--- src/rtl/trdb_reg_bank.sv ---
`default_nettype none
// ============================================================================
//  Module      : trdb_reg_bank
//  Description : Control/status register bank for the trace encoder.
//                Holds CTRL/MASK/STAT/TOUT, runs one IDLE/TRACING/DRAIN
//                state machine per traced hart, drives the encoder
//                configuration outputs and gates the encoder clock.
//  Ports       : clk_i/rst_i             clock, synchronous active-high reset
//                reg_*                   single-cycle register port; response
//                                        (rdata/error) valid with reg_ready_o
//                trace_req_on_i/off_i    per-hart start/stop requests
//                flush_done_i            per-hart encoder flush complete
//                trace_enable_o/drain_o  per-hart TRACING / DRAIN indication
//                trace_activated_o, nocontext_o, notime_o, encoder_mode_o,
//                addr_mode_o             encoder configuration
//                clk_gated_o             gated encoder clock
//  Revision    : 1.0 - initial release
// ============================================================================
module trdb_reg_bank #(
    parameter int unsigned NUM_HARTS     = 1,
    parameter int unsigned ADDR_W        = 4,
    parameter int unsigned DRAIN_TIMEOUT = 255
) (
    input  logic                 clk_i,
    input  logic                 rst_i,
    input  logic                 reg_req_i,
    input  logic                 reg_we_i,
    input  logic [ADDR_W-1:0]    reg_addr_i,
    input  logic [31:0]          reg_wdata_i,
    output logic [31:0]          reg_rdata_o,
    output logic                 reg_ready_o,
    output logic                 reg_error_o,
    input  logic [NUM_HARTS-1:0] trace_req_on_i,
    input  logic [NUM_HARTS-1:0] trace_req_off_i,
    input  logic [NUM_HARTS-1:0] flush_done_i,
    output logic [NUM_HARTS-1:0] trace_enable_o,
    output logic [NUM_HARTS-1:0] drain_o,
    output logic                 trace_activated_o,
    output logic                 nocontext_o,
    output logic                 notime_o,
    output logic                 encoder_mode_o,
    output logic [1:0]           addr_mode_o,
    output logic                 clk_gated_o
);

    localparam int unsigned CNT_W     = $clog2(DRAIN_TIMEOUT + 1);
    localparam logic [CNT_W-1:0] CNT_LAST = CNT_W'(DRAIN_TIMEOUT - 1);
    // STAT only has room for 16 two-bit hart fields.
    localparam int unsigned STAT_BITS = (2 * NUM_HARTS > 32) ? 32 : 2 * NUM_HARTS;

    localparam logic [ADDR_W-1:0] ADDR_CTRL = ADDR_W'(32'h0);
    localparam logic [ADDR_W-1:0] ADDR_MASK = ADDR_W'(32'h4);
    localparam logic [ADDR_W-1:0] ADDR_STAT = ADDR_W'(32'h8);
    localparam logic [ADDR_W-1:0] ADDR_TOUT = ADDR_W'(32'hC);

    // Encoding chosen so bit 0 is "tracing" and bit 1 is "draining": the
    // per-hart outputs come straight off the state flops.
    typedef enum logic [1:0] {
        ST_IDLE    = 2'b00,
        ST_TRACING = 2'b01,
        ST_DRAIN   = 2'b10
    } hart_state_e;

    // ------------------------------------------------------------------
    // Register state
    // ------------------------------------------------------------------
    logic                 act_q, act_d;
    logic                 noctx_q, noctx_d;
    logic                 notime_q, notime_d;
    logic                 full_q, full_d;
    logic [NUM_HARTS-1:0] mask_q, mask_d;
    logic [NUM_HARTS-1:0] tout_q, tout_d;

    logic                 ready_q;
    logic                 error_q;
    logic [31:0]          rdata_q;

    logic                 wr_w;
    logic                 sel_ctrl_w, sel_mask_w, sel_stat_w, sel_tout_w;
    logic                 mapped_w;
    logic                 sw_start_w, sw_stop_w;
    logic [NUM_HARTS-1:0] tout_clr_w;
    logic [NUM_HARTS-1:0] tout_set_w;
    logic [NUM_HARTS-1:0] busy_w;
    logic [2*NUM_HARTS-1:0] state_vec_w;
    logic [31:0]          stat_w;
    logic [31:0]          rdata_w;

    logic                 unused_wdata;
    assign unused_wdata = ^reg_wdata_i;

    // ------------------------------------------------------------------
    // Address decode and next register values
    // ------------------------------------------------------------------
    always_comb begin
        wr_w       = reg_req_i & reg_we_i;
        sel_ctrl_w = (reg_addr_i == ADDR_CTRL);
        sel_mask_w = (reg_addr_i == ADDR_MASK);
        sel_stat_w = (reg_addr_i == ADDR_STAT);
        sel_tout_w = (reg_addr_i == ADDR_TOUT);
        mapped_w   = sel_ctrl_w | sel_mask_w | sel_stat_w | sel_tout_w;

        act_d    = act_q;
        noctx_d  = noctx_q;
        notime_d = notime_q;
        full_d   = full_q;
        mask_d   = mask_q;
        if (wr_w && sel_ctrl_w) begin
            act_d    = reg_wdata_i[0];
            noctx_d  = reg_wdata_i[1];
            notime_d = reg_wdata_i[2];
            full_d   = reg_wdata_i[3];
        end
        if (wr_w && sel_mask_w) begin
            mask_d = reg_wdata_i[NUM_HARTS-1:0];
        end

        // SW_START / SW_STOP are pulses, never stored.
        sw_start_w = wr_w & sel_ctrl_w & reg_wdata_i[4];
        sw_stop_w  = wr_w & sel_ctrl_w & reg_wdata_i[5];

        tout_clr_w = (wr_w && sel_tout_w) ? reg_wdata_i[NUM_HARTS-1:0] : '0;
        // A timeout in the same cycle as a clear wins.
        tout_d     = (tout_q & ~tout_clr_w) | tout_set_w;
    end

    // ------------------------------------------------------------------
    // Read mux (values before this cycle's write)
    // ------------------------------------------------------------------
    always_comb begin
        stat_w = '0;
        for (int i = 0; i < STAT_BITS; i++) begin
            stat_w[i] = state_vec_w[i];
        end

        rdata_w = '0;
        if (sel_ctrl_w) rdata_w = {28'b0, full_q, notime_q, noctx_q, act_q};
        if (sel_mask_w) rdata_w = 32'(mask_q);
        if (sel_stat_w) rdata_w = stat_w;
        if (sel_tout_w) rdata_w = 32'(tout_q);
    end

    always_ff @(posedge clk_i) begin
        if (rst_i) begin
            act_q    <= 1'b0;
            noctx_q  <= 1'b0;
            notime_q <= 1'b0;
            full_q   <= 1'b0;
            mask_q   <= '1;
            tout_q   <= '0;
            ready_q  <= 1'b0;
            error_q  <= 1'b0;
            rdata_q  <= '0;
        end else begin
            act_q    <= act_d;
            noctx_q  <= noctx_d;
            notime_q <= notime_d;
            full_q   <= full_d;
            mask_q   <= mask_d;
            tout_q   <= tout_d;
            ready_q  <= reg_req_i;
            error_q  <= reg_req_i & ~mapped_w;
            rdata_q  <= reg_req_i ? rdata_w : '0;
        end
    end

    // ------------------------------------------------------------------
    // Per-hart tracing state machines
    // ------------------------------------------------------------------
    for (genvar h = 0; h < NUM_HARTS; h++) begin : g_hart
        hart_state_e      state_q;
        logic [CNT_W-1:0] cnt_q;
        logic             start_w;
        logic             stop_w;
        logic             expire_w;

        // Both terms use the register values as they will be after this
        // cycle's write, so a single CTRL write can enable and start.
        assign start_w  = act_d & mask_d[h] & (trace_req_on_i[h] | sw_start_w);
        assign stop_w   = trace_req_off_i[h] | sw_stop_w | ~act_d | ~mask_d[h];
        assign expire_w = (cnt_q == CNT_LAST);

        always_ff @(posedge clk_i) begin
            if (rst_i) begin
                state_q <= ST_IDLE;
                cnt_q   <= '0;
            end else begin
                unique case (state_q)
                    ST_IDLE: begin
                        if (start_w && !stop_w) begin
                            state_q <= ST_TRACING;
                        end
                    end
                    ST_TRACING: begin
                        if (stop_w) begin
                            state_q <= ST_DRAIN;
                            cnt_q   <= '0;
                        end
                    end
                    ST_DRAIN: begin
                        if (flush_done_i[h] || expire_w) begin
                            state_q <= ST_IDLE;
                        end else begin
                            cnt_q <= cnt_q + 1'b1;
                        end
                    end
                    default: state_q <= ST_IDLE;
                endcase
            end
        end

        assign tout_set_w[h]         = (state_q == ST_DRAIN) & expire_w & ~flush_done_i[h];
        assign busy_w[h]             = (state_q != ST_IDLE);
        assign trace_enable_o[h]     = state_q[0];
        assign drain_o[h]            = state_q[1];
        assign state_vec_w[2*h +: 2] = state_q;
    end

    // ------------------------------------------------------------------
    // Encoder clock gate (test enable tied low). The enable is captured
    // while clk_i is low, so it can only change between pulses and the
    // gated clock never glitches. A draining hart keeps it running even
    // after ACT has been cleared.
    // ------------------------------------------------------------------
    logic gate_en_w;
    logic gate_en_q;

    assign gate_en_w = act_q | (|busy_w);

    always_ff @(negedge clk_i) begin
        if (rst_i) begin
            gate_en_q <= 1'b0;
        end else begin
            gate_en_q <= gate_en_w;
        end
    end

    assign clk_gated_o = clk_i & gate_en_q;

    // ------------------------------------------------------------------
    // Outputs
    // ------------------------------------------------------------------
    assign reg_rdata_o       = rdata_q;
    assign reg_ready_o       = ready_q;
    assign reg_error_o       = error_q;
    assign trace_activated_o = act_q;
    assign nocontext_o       = noctx_q;
    assign notime_o          = notime_q;
    assign encoder_mode_o    = 1'b0;
    assign addr_mode_o       = {1'b0, full_q};

endmodule
`default_nettype wire
--- config.mk ---
export PLATFORM = sky130hd
export DESIGN_NAME = trdb_reg_bank
export DESIGN_NICKNAME = d
export VERILOG_FILES = /design/src/rtl/trdb_reg_bank.sv
export SDC_FILE = /design/constraint.sdc
export NUM_CORES = 1
export LEC_CHECK = 0
export ABC_AREA = 1
export BUFFER_PORTS_ARGS = -buffer_cell sky130_fd_sc_hd__buf_2
export CORE_MARGIN = 1
export CORE_UTILIZATION = 43
export DETAILED_ROUTE_END_ITERATION = 7
export PLACE_DENSITY_LB_ADDON = 0.15
export SETUP_SLACK_MARGIN = 0.4
export SLEW_MARGIN = 15
export SYNTH_ARGS = -nofsm -noshare
export SYNTH_HDL_FRONTEND = slang
export SYNTH_SLANG_ARGS = --single-unit
--- constraint.sdc ---
create_clock -name clk_i -period 2.1 [get_ports clk_i]
set_clock_uncertainty 0.2 [all_clocks]
set_input_delay 0.105 -clock clk_i [delete_from_list [all_inputs] [get_ports clk_i]]
set_output_delay 0.105 -clock clk_i [all_outputs]
set_load 0.02 [all_outputs]
; ---- Yosys cells after proc, flatten, opt, wreduce, memory -nomap -nowiden
; Index checks and enable logic that the tools add are counted.
[totals]
register_bits = 51
wordCells = 83
[classes]
mux = 14
n_reduce_logical = 16
addsub = 1
n_eq_ne = 10
bitwise_logic = 27
[ops]
columns = cell, count
row1 = $mux W8, 2
row2 = $pmux W8 S2, 1
row3 = $mux W2, 6
row4 = $and A1 B1 Y1, 11
row5 = $or A1 B1 Y1, 9
row6 = $add A8 B1 Y8 const B, 1
row7 = $eq A4 B4 Y1 const B, 2
row8 = $eq A8 B8 Y1 const B, 1
row9 = $ne A2 B2 Y1 const B, 4
row10 = $not A1 Y1, 7
row11 = $pmux W2 S3, 1
row12 = $reduce_and A3 Y1, 2
row13 = $reduce_or A6 Y1, 1
row14 = $reduce_or A5 Y1, 1
row15 = $eq A4 B3 Y1 const B, 1
row16 = $logic_and A1 B1 Y1, 4
row17 = $logic_not A4 Y1, 1
row18 = $mux W1, 4
row19 = $reduce_bool A2 Y1, 2
row20 = $reduce_or A3 Y1, 1
row21 = $eq A2 B1 Y1 const B, 1
row22 = $eq A2 B2 Y1 const B, 1
row23 = $logic_not A2 Y1, 1
row24 = $reduce_or A2 Y1, 1
row25 = other kinds (2), 2

; ---- Longest topological paths before layout
; Gate-level depths: netlist of the first run.
[logic_depth]
depth_word = 10
ltp_mapped = 10
ltp_nobuf = 10

==> impl_metrics.json, run 1 <==
{
  "drtPass1Iterations": 4,
  "cts_tree": "built",
  "rows": 20,
  "wl_per_cell_microns": 12.0,
  "grt_pass1_vias": 1267,
  "outcome": "finished, violations left",
  "finalHoldViolCount": 5,
  "vdd_drop_max_v": 0.000286,
  "crit_path_end_kind": "output port",
  "min_to": "reg_rdata_o[0]",
  "layout_setup_ws_ns": -0.254,
  "die_w_microns": 60.1,
  "tns_ns": -0.254,
  "rr_worst_depth": 2,
  "drive_above_1_share_pct": 41.0,
  "boundaryPins": 86,
  "gr-usage-all-layers_pct": 19.6,
  "drt_wl_total_microns": 3610,
  "via_per_inst": 4.60,
  "final_nets": 302,
  "worstMarginPinSlew_ns": 0.505,
  "pwr_density_cell_nw_per_um2": 440,
  "grt-ovfl-total": 0,
  "r2r_end": "gate_en_q",
  "drtIter0Drc": 35,
  "syn_area_sq_um": 1450,
  "grt_pass1_wl_microns": 5160,
  "p_sw_uw": 267,
  "violations": "hold timing, setup timing",
  "yosysSeqAreaShare_pct": 31.7,
  "drc_errors": 0,
  "finalSetupViolations": 2,
  "antenna_found_initial": 0,
  "crit_chain": "nand2_2, inv_2, buf_6",
  "r2r-start": "trace_activated_o",
  "netlist_instances": 186,
  "ff2ff_setup_slack_ns": 0.22,
  "antennaDiodeCount": 0,
  "clk_pin_slew_worst_paths_ns": 0.12,
  "area_growth_pct": 40.0,
  "hold_class": "primary input to flop",
  "ys_warn_count": 0,
  "cp.required_ns": 1.79,
  "clkLatencyLatePin_ns": 0.43,
  "critPathArrivalTime_ns": 2.05,
  "pwr-share-clk_pct": 33.9,
  "hold_depth": 4,
  "initial_core_util_pct": 46.4,
  "dieHeight_microns": 60.1,
  "p_leak_nw": 0.908,
  "critPathTopFamily": "flip-flops",
  "synthDistinctLibCells": 29,
  "rsz0062_at_grt": "true",
  "relSlewSlack_pct": 66.2,
  "drv_cap": 0,
  "internal_power_uw": 627,
  "vias": 1380,
  "place_congestion": 0.766,
  "slowest_stage": "dfxtp_2",
  "maxSlewViolCount": 0,
  "p_total_uw": 894,
  "ys_ff_latch": 23,
  "swShare_pct": 29.9,
  "slowest_delay_ns": 0.31,
  "cp.buffers_inverters": 2,
  "grt_max_degree": 14,
  "combPwrFrac_pct": 17.0,
  "hold_ws_ns": -0.0939,
  "startpoint_type": "flop",
  "path_class": "flop to output port",
  "worstPathMaxFanout": 1,
  "p_seq_share_pct": 49.1,
  "coreArea_sq_um": 3130,
  "ant_nets": 0,
  "port_buffers": 29,
  "synth.avg_cell_area_sq_um": 7.80,
  "hold_path.startpoint": "reg_addr_i[3]",
  "dieArea_sq_um": 3610,
  "dp_hpwl_microns": 2100
}
cells in the mapped netlist (all sizes together):
cell / count / area [sq um]
buf: 32 / 236
a41oi: 1 / 8.76
xor2: 3 / 26.3
dfxtp: 23 / 460
nor2: 27 / 138
conb: 1 / 3.75
nand3b: 1 / 7.51
nand3: 19 / 108
a21oi: 10 / 72.6
nand2: 31 / 160
o21ai: 7 / 46.3
o311ai: 1 / 8.76
nor3: 1 / 5.00
inv: 20 / 75.1
nand4: 5 / 52.6
xnor2: 2 / 17.5
ha: 2 / 25.0
logic make-up (layout without fill, tap and decap cells):
group                    Yosys count  in the layout  share of synthesized area [%]
AND/OR/NAND/NOR                   84             86                           32.4
buffers and inverters             52             90                           21.5
flip-flops                        23             23                           31.7
AO/OA/AOI/OAI                     19             20                           9.40
XOR/XNOR                           5              5                           3.02
adder cells (fa/ha/maj)            2              2                           1.72
other                              1             30                          0.258
flip-flops by register name, summed over array words and instances (netlist names):
name               count
g_hart.state_q         2
trace_activated_o      1
reg_ready_o            1
g_hart.cnt_q           8
tout_q                 1
reg_rdata_o            4
nocontext_o            1
mask_q                 1
full_q                 1
gate_en_q              1
reg_error_o            1
notime_o               1
cell usage in the layout (no fill, tap or decap), types with 4 or more instances in the layout:
| cell type | netlist | final |
|---|---|---|
| conb_1 | 1 | 30 |
| buf_2 | 0 | 28 |
| nor2_1 | 20 | 19 |
| dlygate4sd3_1 | 0 | 19 |
| nand2_1 | 19 | 17 |
| inv_1 | 18 | 15 |
| nand3_1 | 18 | 14 |
| dfxtp_1 | 23 | 14 |
| nand2_2 | 11 | 12 |
| buf_4 | 31 | 11 |
| dfxtp_2 | 0 | 7 |
| a21oi_2 | 6 | 6 |
| clkbuf_4 | 0 | 6 |
| nor2_4 | 1 | 5 |
| nand3_2 | 0 | 4 |
| o21ai_0 | 6 | 4 |
| a21oi_1 | 4 | 4 |
how the worst max path moves through the flow:
stage / cells past startpoint / endpoint / start
3_3_place_gp: 2 / gate_en_q / g_hart[0].state_q[0]
5_1_grt: 3 / clk_gated_o / gate_en_q
2_1_floorplan: 2 / gate_en_q / g_hart[0].state_q[0]
3_5_place_dp: 2 / gate_en_q / g_hart[0].state_q[0]
6_report: 3 / clk_gated_o / gate_en_q
4_1_cts: 3 / clk_gated_o / gate_en_q
worst reg2reg max path: cells and delay by family, from the launching register on:
family | cells | cell delay, ns
flops | 1 | 0.35
simple gates | 2 | 0.23
layout make-up:
type	instances	area, sq um
Timing Repair Buffer	62	462
Tap cell	44	55.1
Inverter	18	73.8
Clock buffer	7	56.3
Sequential cell	23	477
Fill cell	273	1100
Multi-Input combinational cell	143	896
Clock inverter	3	12.5
stage by stage:
| step | hold slack (ns) | utilization, % | cell area (sq um) | cells | setup WS, ns |
|---|---|---|---|---|---|
| 3_5_place_dp | 0.123 | 49.4 | 1540 | 257 | 0.143 |
| 2_1_floorplan | -0.0326 | - | 1570 | 215 | 0.151 |
| 6_report | -0.0939 | 65.0 | 2030 | 300 | -0.254 |
| 5_1_grt | -0.0638 | 65.0 | 2030 | 300 | -0.302 |
| 3_3_place_gp | 0.123 | 49.4 | 1540 | 257 | 0.147 |
| 4_1_cts | 0.0367 | 59.4 | 1860 | 290 | -0.274 |
repair_timing:
| action | CTS | global route |
|---|---|---|
| buffers inserted | 3 | 8 |
| pin swaps | 3 | 13 |
| endpoints found under the setup margin | 6 | 15 |
| gates resized for setup | 5 | 29 |
| endpoints found under the hold margin | 22 | 3 |
| hold buffers | 22 | 3 |
| gates cloned | 1 | 2 |
layer usage:
metal | GRT usage [%] | part of all wire (%)
met5 | 0 | 0
met4 | 7.31 | 0.89
met3 | 4.33 | 5.2
met2 | 38.4 | 55
met1 | 19.7 | 39
power by group through the flow:
stage	Sequential, mW	Clock [mW]	Combinational, mW
after floorplan	0.453	0.00635	0.119
after global placement	0.449	0.00648	0.110
after detailed placement	0.449	0.00648	0.111
after CTS	0.439	0.303	0.140
after global routing	0.439	0.320	0.166
final	0.439	0.303	0.152
Power figures use the tool's default switching activity.
==> run 2: changes to the inputs <==
--- a/config.mk
+++ b/config.mk
@@ -12,3 +12,3 @@
 export DETAILED_ROUTE_END_ITERATION = 7
-export PLACE_DENSITY_LB_ADDON = 0.15
+export PLACE_DENSITY = 0.79
 export SETUP_SLACK_MARGIN = 0.4
==> constraint.sdc (replaced) <==
create_clock -name clk_i -period 2.3 [get_ports clk_i]
set_clock_uncertainty 0.2 [all_clocks]
set_input_delay 0.23 -clock clk_i [delete_from_list [all_inputs] [get_ports clk_i]]
set_output_delay 0.23 -clock clk_i [all_outputs]
set_load 0.02 [all_outputs]
==> run 2 against run 1 <==
  * The flow finishes with violations (setup timing)
  * Sequential share of layout area up 3.0 points
  * Flip-flop and latch count unchanged
  * Worst hold slack better by 0.10 ns
  * Clock power down 7.9%
  * Global-route usage down 1.9 points
  * Largest power group unchanged
  * Highest routed layer unchanged
==> impl_metrics.json, run 2 (synthesis results as in run 1) <==
{
  "grt_pass1_wl_microns": 4620,
  "ant_nets": 0,
  "crit_path_end_kind": "output port",
  "maxSlewViolCount": 0,
  "clk_pin_slew_worst_paths_ns": 0.14,
  "layout_setup_ws_ns": -0.294,
  "pwr_density_cell_nw_per_um2": 452,
  "rows": 20,
  "drive_above_1_share_pct": 32.1,
  "place_area_sq_um": 1540,
  "initial_core_util_pct": 46.4,
  "slowest_delay_ns": 0.31,
  "grt_busiest_layer": "met2",
  "outcome": "finished, violations left",
  "port_buffers": 29,
  "wl_per_cell_microns": 10.4,
  "cts_tree": "built",
  "drv_cap": 0,
  "finalSetupViolations": 2,
  "multi_input_comb_area_sq_um": 796,
  "startpoint_type": "flop",
  "drtIter0Drc": 52,
  "boundaryPins": 86,
  "critPathArrivalTime_ns": 2.16,
  "drtPass1Iterations": 4,
  "dieHeight_microns": 60.1,
  "slowest_stage": "dfxtp_2",
  "cp.required_ns": 1.87,
  "grt-ovfl-total": 0,
  "grt_max_degree": 14,
  "met1_usage_pct": 17.4,
  "path_class": "flop to output port",
  "rsz0062_at_grt": "true",
  "vias": 1239,
  "clkLatencyLatePin_ns": 0.43,
  "violations": "setup timing",
  "gr-usage-met2_pct": 32.7,
  "p_total_uw": 801,
  "area_growth_pct": 22.1,
  "coreArea_sq_um": 3130,
  "grt.met3_usage_pct": 7.58,
  "hold_ws_ns": 0.00772,
  "via_per_inst": 4.39,
  "crit_chain": "nand2_2, inv_2, buf_6",
  "die_w_microns": 60.1,
  "dp_hpwl_microns": 2030,
  "final_cell_mix": "conb_1 (30), buf_2 (28), nor2_1 (20), dfxtp_1 (20)",
  "gr-usage-all-layers_pct": 17.7,
  "fill_cells": 313,
  "final_nets": 283,
  "vdd_drop_max_v": 0.000350,
  "p_leak_nw": 0.786,
  "final_cells": 282,
  "final_common_cell": "conb_1",
  "pre_cts_slack_ns": 0.206,
  "drt_wl_total_microns": 2930,
  "drc_errors": 0,
  "hold_class": "primary input to flop",
  "worstPathMaxFanout": 1,
  "dieArea_sq_um": 3610,
  "dp_cells": 257,
  "final_util_pct": 56.6,
  "final_area_sq_um": 1770,
  "largest_reg_flops": 8,
  "tns_ns": -0.294,
  "area.sequential_sq_um": 469,
  "place_congestion": 0.814,
  "grt_pass1_vias": 1170,
  "regMostFlops": "g_hart.cnt_q",
  "finalHoldViolCount": 0,
  "antenna_found_initial": 1
}
==> run 2: critical path: cells and delay by family, from the launching register on <==
kind	cells	cell delay [ns]
AND/OR/NAND/NOR	1	0.06
buffers and inverters	2	0.15
flip-flops	1	0.31
==> run 2: layout make-up <==
class                   count  share of cell area [%]
flip-flops and latches     23                    26.5
well taps                  44                    3.11
multi-input cells         140                    44.9
clock buffers               7                    3.18
clock inverters             3                   0.706
diodes                      1                   0.141
repair buffers             46                    17.7
inverters                  18                    3.81
==> run 2: repair_timing <==
item                                    CTS  global route
endpoints found under the hold margin    16             0
resized for setup                         2             2
cloned                                    0             0
pin swaps                                 2             1
buffers inserted                          2             0
endpoints found under the setup margin    3             3
hold buffers                             15             0
==> run 2: path summary, 6_finish.rpt <==
kind / slack (ns) / from / cells past startpoint / endpoint
worst max-delay path: -0.29 / gate_en_q / 3 / clk_gated_o
worst max register to register: 0.30 / g_hart[0].state_q[0] / 2 / gate_en_q
worst min-delay path: 0.008 / reg_addr_i[0] / 4 / reg_rdata_o[0]
worst min register to register: 0.27 / notime_o / 2 / reg_rdata_o[2]
==> run 2: routing by layer <==
layer	vias to the layer above	wire [microns]
li1	635	-
met1	559	1210
met2	43	1530
met3	2	173
met4	0	13
met5	-	0
==> run 2: power by group <==
group	total (mW)	switching [mW]	internal, mW
Combinational	0.120	0.0833	0.0369
Sequential	0.401	0.00140	0.400
Clock	0.279	0.153	0.126
Total	0.801	0.237	0.563
==> run 3: changes to the inputs <==
CORE_UTILIZATION = 40   (was 43)
PLACE_DENSITY = 0.75   (was 0.79)
RECOVER_POWER = 25   (was default)
==> run 3 against run 2 <==
  * The flow still finishes with violations (setup timing)
  * Sequential share of layout area rose by 0.36 points
  * Largest power group unchanged
  * Cell count did not move
  * Clock power increased by 4%
  * First-iteration DRC count is the same
  * Critical endpoint unchanged
==> impl_metrics.json, run 3 (synthesis results as in run 1) <==
{
  "outcome": "finished, violations left",
  "violations": "setup timing",
  "crit_path_end_kind": "output port",
  "vdd_drop_max_v": 0.000357,
  "boundaryPins": 86,
  "vias": 1258,
  "hold_class": "primary input to flop",
  "antennaDiodeCount": 0,
  "layout_setup_ws_ns": -0.284,
  "antenna_found_initial": 0,
  "clkLatencyLatePin_ns": 0.42,
  "tns_ns": -0.323,
  "rows": 21,
  "dieHeight_microns": 62.2,
  "drtIter0Drc": 52,
  "ant_nets": 0,
  "finalSetupViolations": 3,
  "dp_hpwl_microns": 1980,
  "worstMarginPinSlew_ns": 0.642,
  "p_leak_nw": 0.762,
  "grt_pass1_vias": 1166,
  "cp.required_ns": 1.87,
  "slowest_stage": "dfxtp_1",
  "cts_tree": "built",
  "critPathTopFamily": "flip-flops",
  "drv_cap": 0,
  "drc_errors": 0,
  "critPathArrivalTime_ns": 2.15,
  "initial_core_util_pct": 42.5,
  "worstPathMaxFanout": 1,
  "cp.buffers_inverters": 2,
  "wl_per_cell_microns": 10.1,
  "dieArea_sq_um": 3870,
  "final_nets": 282,
  "relSlewSlack_pct": 57.2,
  "crit_chain": "nand2_1, inv_2, buf_6",
  "drive_above_1_share_pct": 30.9,
  "grt-ovfl-total": 0,
  "grt_pass1_wl_microns": 4930,
  "gr-usage-all-layers_pct": 16.1,
  "rsz0062_at_grt": "true",
  "fill_cells": 352,
  "final_area_sq_um": 1760,
  "final_common_cell": "conb_1",
  "path_class": "flop to output port",
  "via_per_inst": 4.46,
  "pwr_density_cell_nw_per_um2": 458,
  "port_buffers": 29,
  "finalHoldViolCount": 0,
  "maxSlewViolCount": 0,
  "place_congestion": 0.801,
  "slowest_delay_ns": 0.30,
  "coreArea_sq_um": 3420,
  "regMostFlops": "g_hart.cnt_q",
  "largest_reg_flops": 8,
  "area_growth_pct": 21.4,
  "startpoint_type": "flop",
  "die_w_microns": 62.2,
  "drtPass1Iterations": 4,
  "grt_max_degree": 14,
  "place_area_sq_um": 1550,
  "clk_pin_slew_worst_paths_ns": 0.13,
  "final_cell_mix": "conb_1 (30), buf_2 (23), nor2_1 (19), nand2_1 (19), nand3_1 (18)",
  "drt_wl_total_microns": 2860
}
run 3: changes by cell type in the layout (fill, tap and decap cells not counted), moves of 3 or more:
cell      change
clkbuf_1      +6
buf_2         -5
dfxtp_2       +3
dfxtp_1       -3
run 3: final timing paths:
| path | from | endpoint | slack [ns] | cells after the start |
|---|---|---|---|---|
| worst max-delay path | gate_en_q | clk_gated_o | -0.28 | 3 |
| worst min-delay path | reg_addr_i[3] | mask_q | 0.03 | 5 |
| worst max register to register | g_hart[0].state_q[1] | gate_en_q | 0.33 | 2 |
| worst min register to register | full_q | reg_rdata_o[3] | 0.26 | 2 |
run 3: report_power, final:
part	total [mW]	internal, mW	switching [mW]
Combinational	0.117	0.0337	0.0835
Sequential	0.401	0.400	0.00124
Clock	0.289	0.142	0.147
Total	0.807	0.576	0.231
run 3: layer usage:
| layer | global-route usage (%) | vias to the layer above | routed length [microns] |
|---|---|---|---|
| met5 | 0 | - | 0 |
| met4 | 5.52 | 0 | 32 |
| met3 | 6.07 | 4 | 210 |
| met2 | 27.5 | 45 | 1430 |
| met1 | 18.4 | 575 | 1190 |
| li1 | - | 634 | - |
run 3: what timing repair did:
| action | CTS | global route |
|---|---|---|
| endpoints found under the hold margin | 16 | 0 |
| pin swaps | 1 | 3 |
| hold buffers | 14 | 0 |
| setup endpoints to repair | 3 | 4 |
| setup buffers | 2 | 0 |
| resized for setup | 3 | 5 |
run 3: worst min-delay path, cell delays in order:
cell,delay [ns]
buf_2,0.13
nor2_2,0.07
nand3_1,0.05
nand2_1,0.07
nand3_1,0.07
run 3: through the flow:
| step | power, mW | worst slack (ns) | hold slack (ns) | utilization [%] | cells |
|---|---|---|---|---|---|
| floorplan | 0.528 | 0.264 | 0.0924 | - | 215 |
| CTS | 0.824 | -0.311 | 0.00150 | 51.6 | 282 |
| global route | 0.854 | -0.363 | 0.0120 | 51.6 | 282 |
| finish | 0.807 | -0.284 | 0.0252 | 51.6 | 282 |
| global placement | 0.517 | 0.213 | 0.242 | 45.3 | 259 |
| detailed placement | 0.517 | 0.204 | 0.246 | 45.3 | 259 |
run 3: area by class of cell:
class | instances | area [sq um] | area share, %
clock inverter | 3 | 12.5 | 0.710
timing repair buffer | 45 | 293 | 16.6
multi-input combinational | 140 | 796 | 45.2
clock buffer | 7 | 62.6 | 3.55
tap | 46 | 57.6 | 3.27
sequential | 23 | 473 | 26.8
inverter | 18 | 67.6 | 3.84
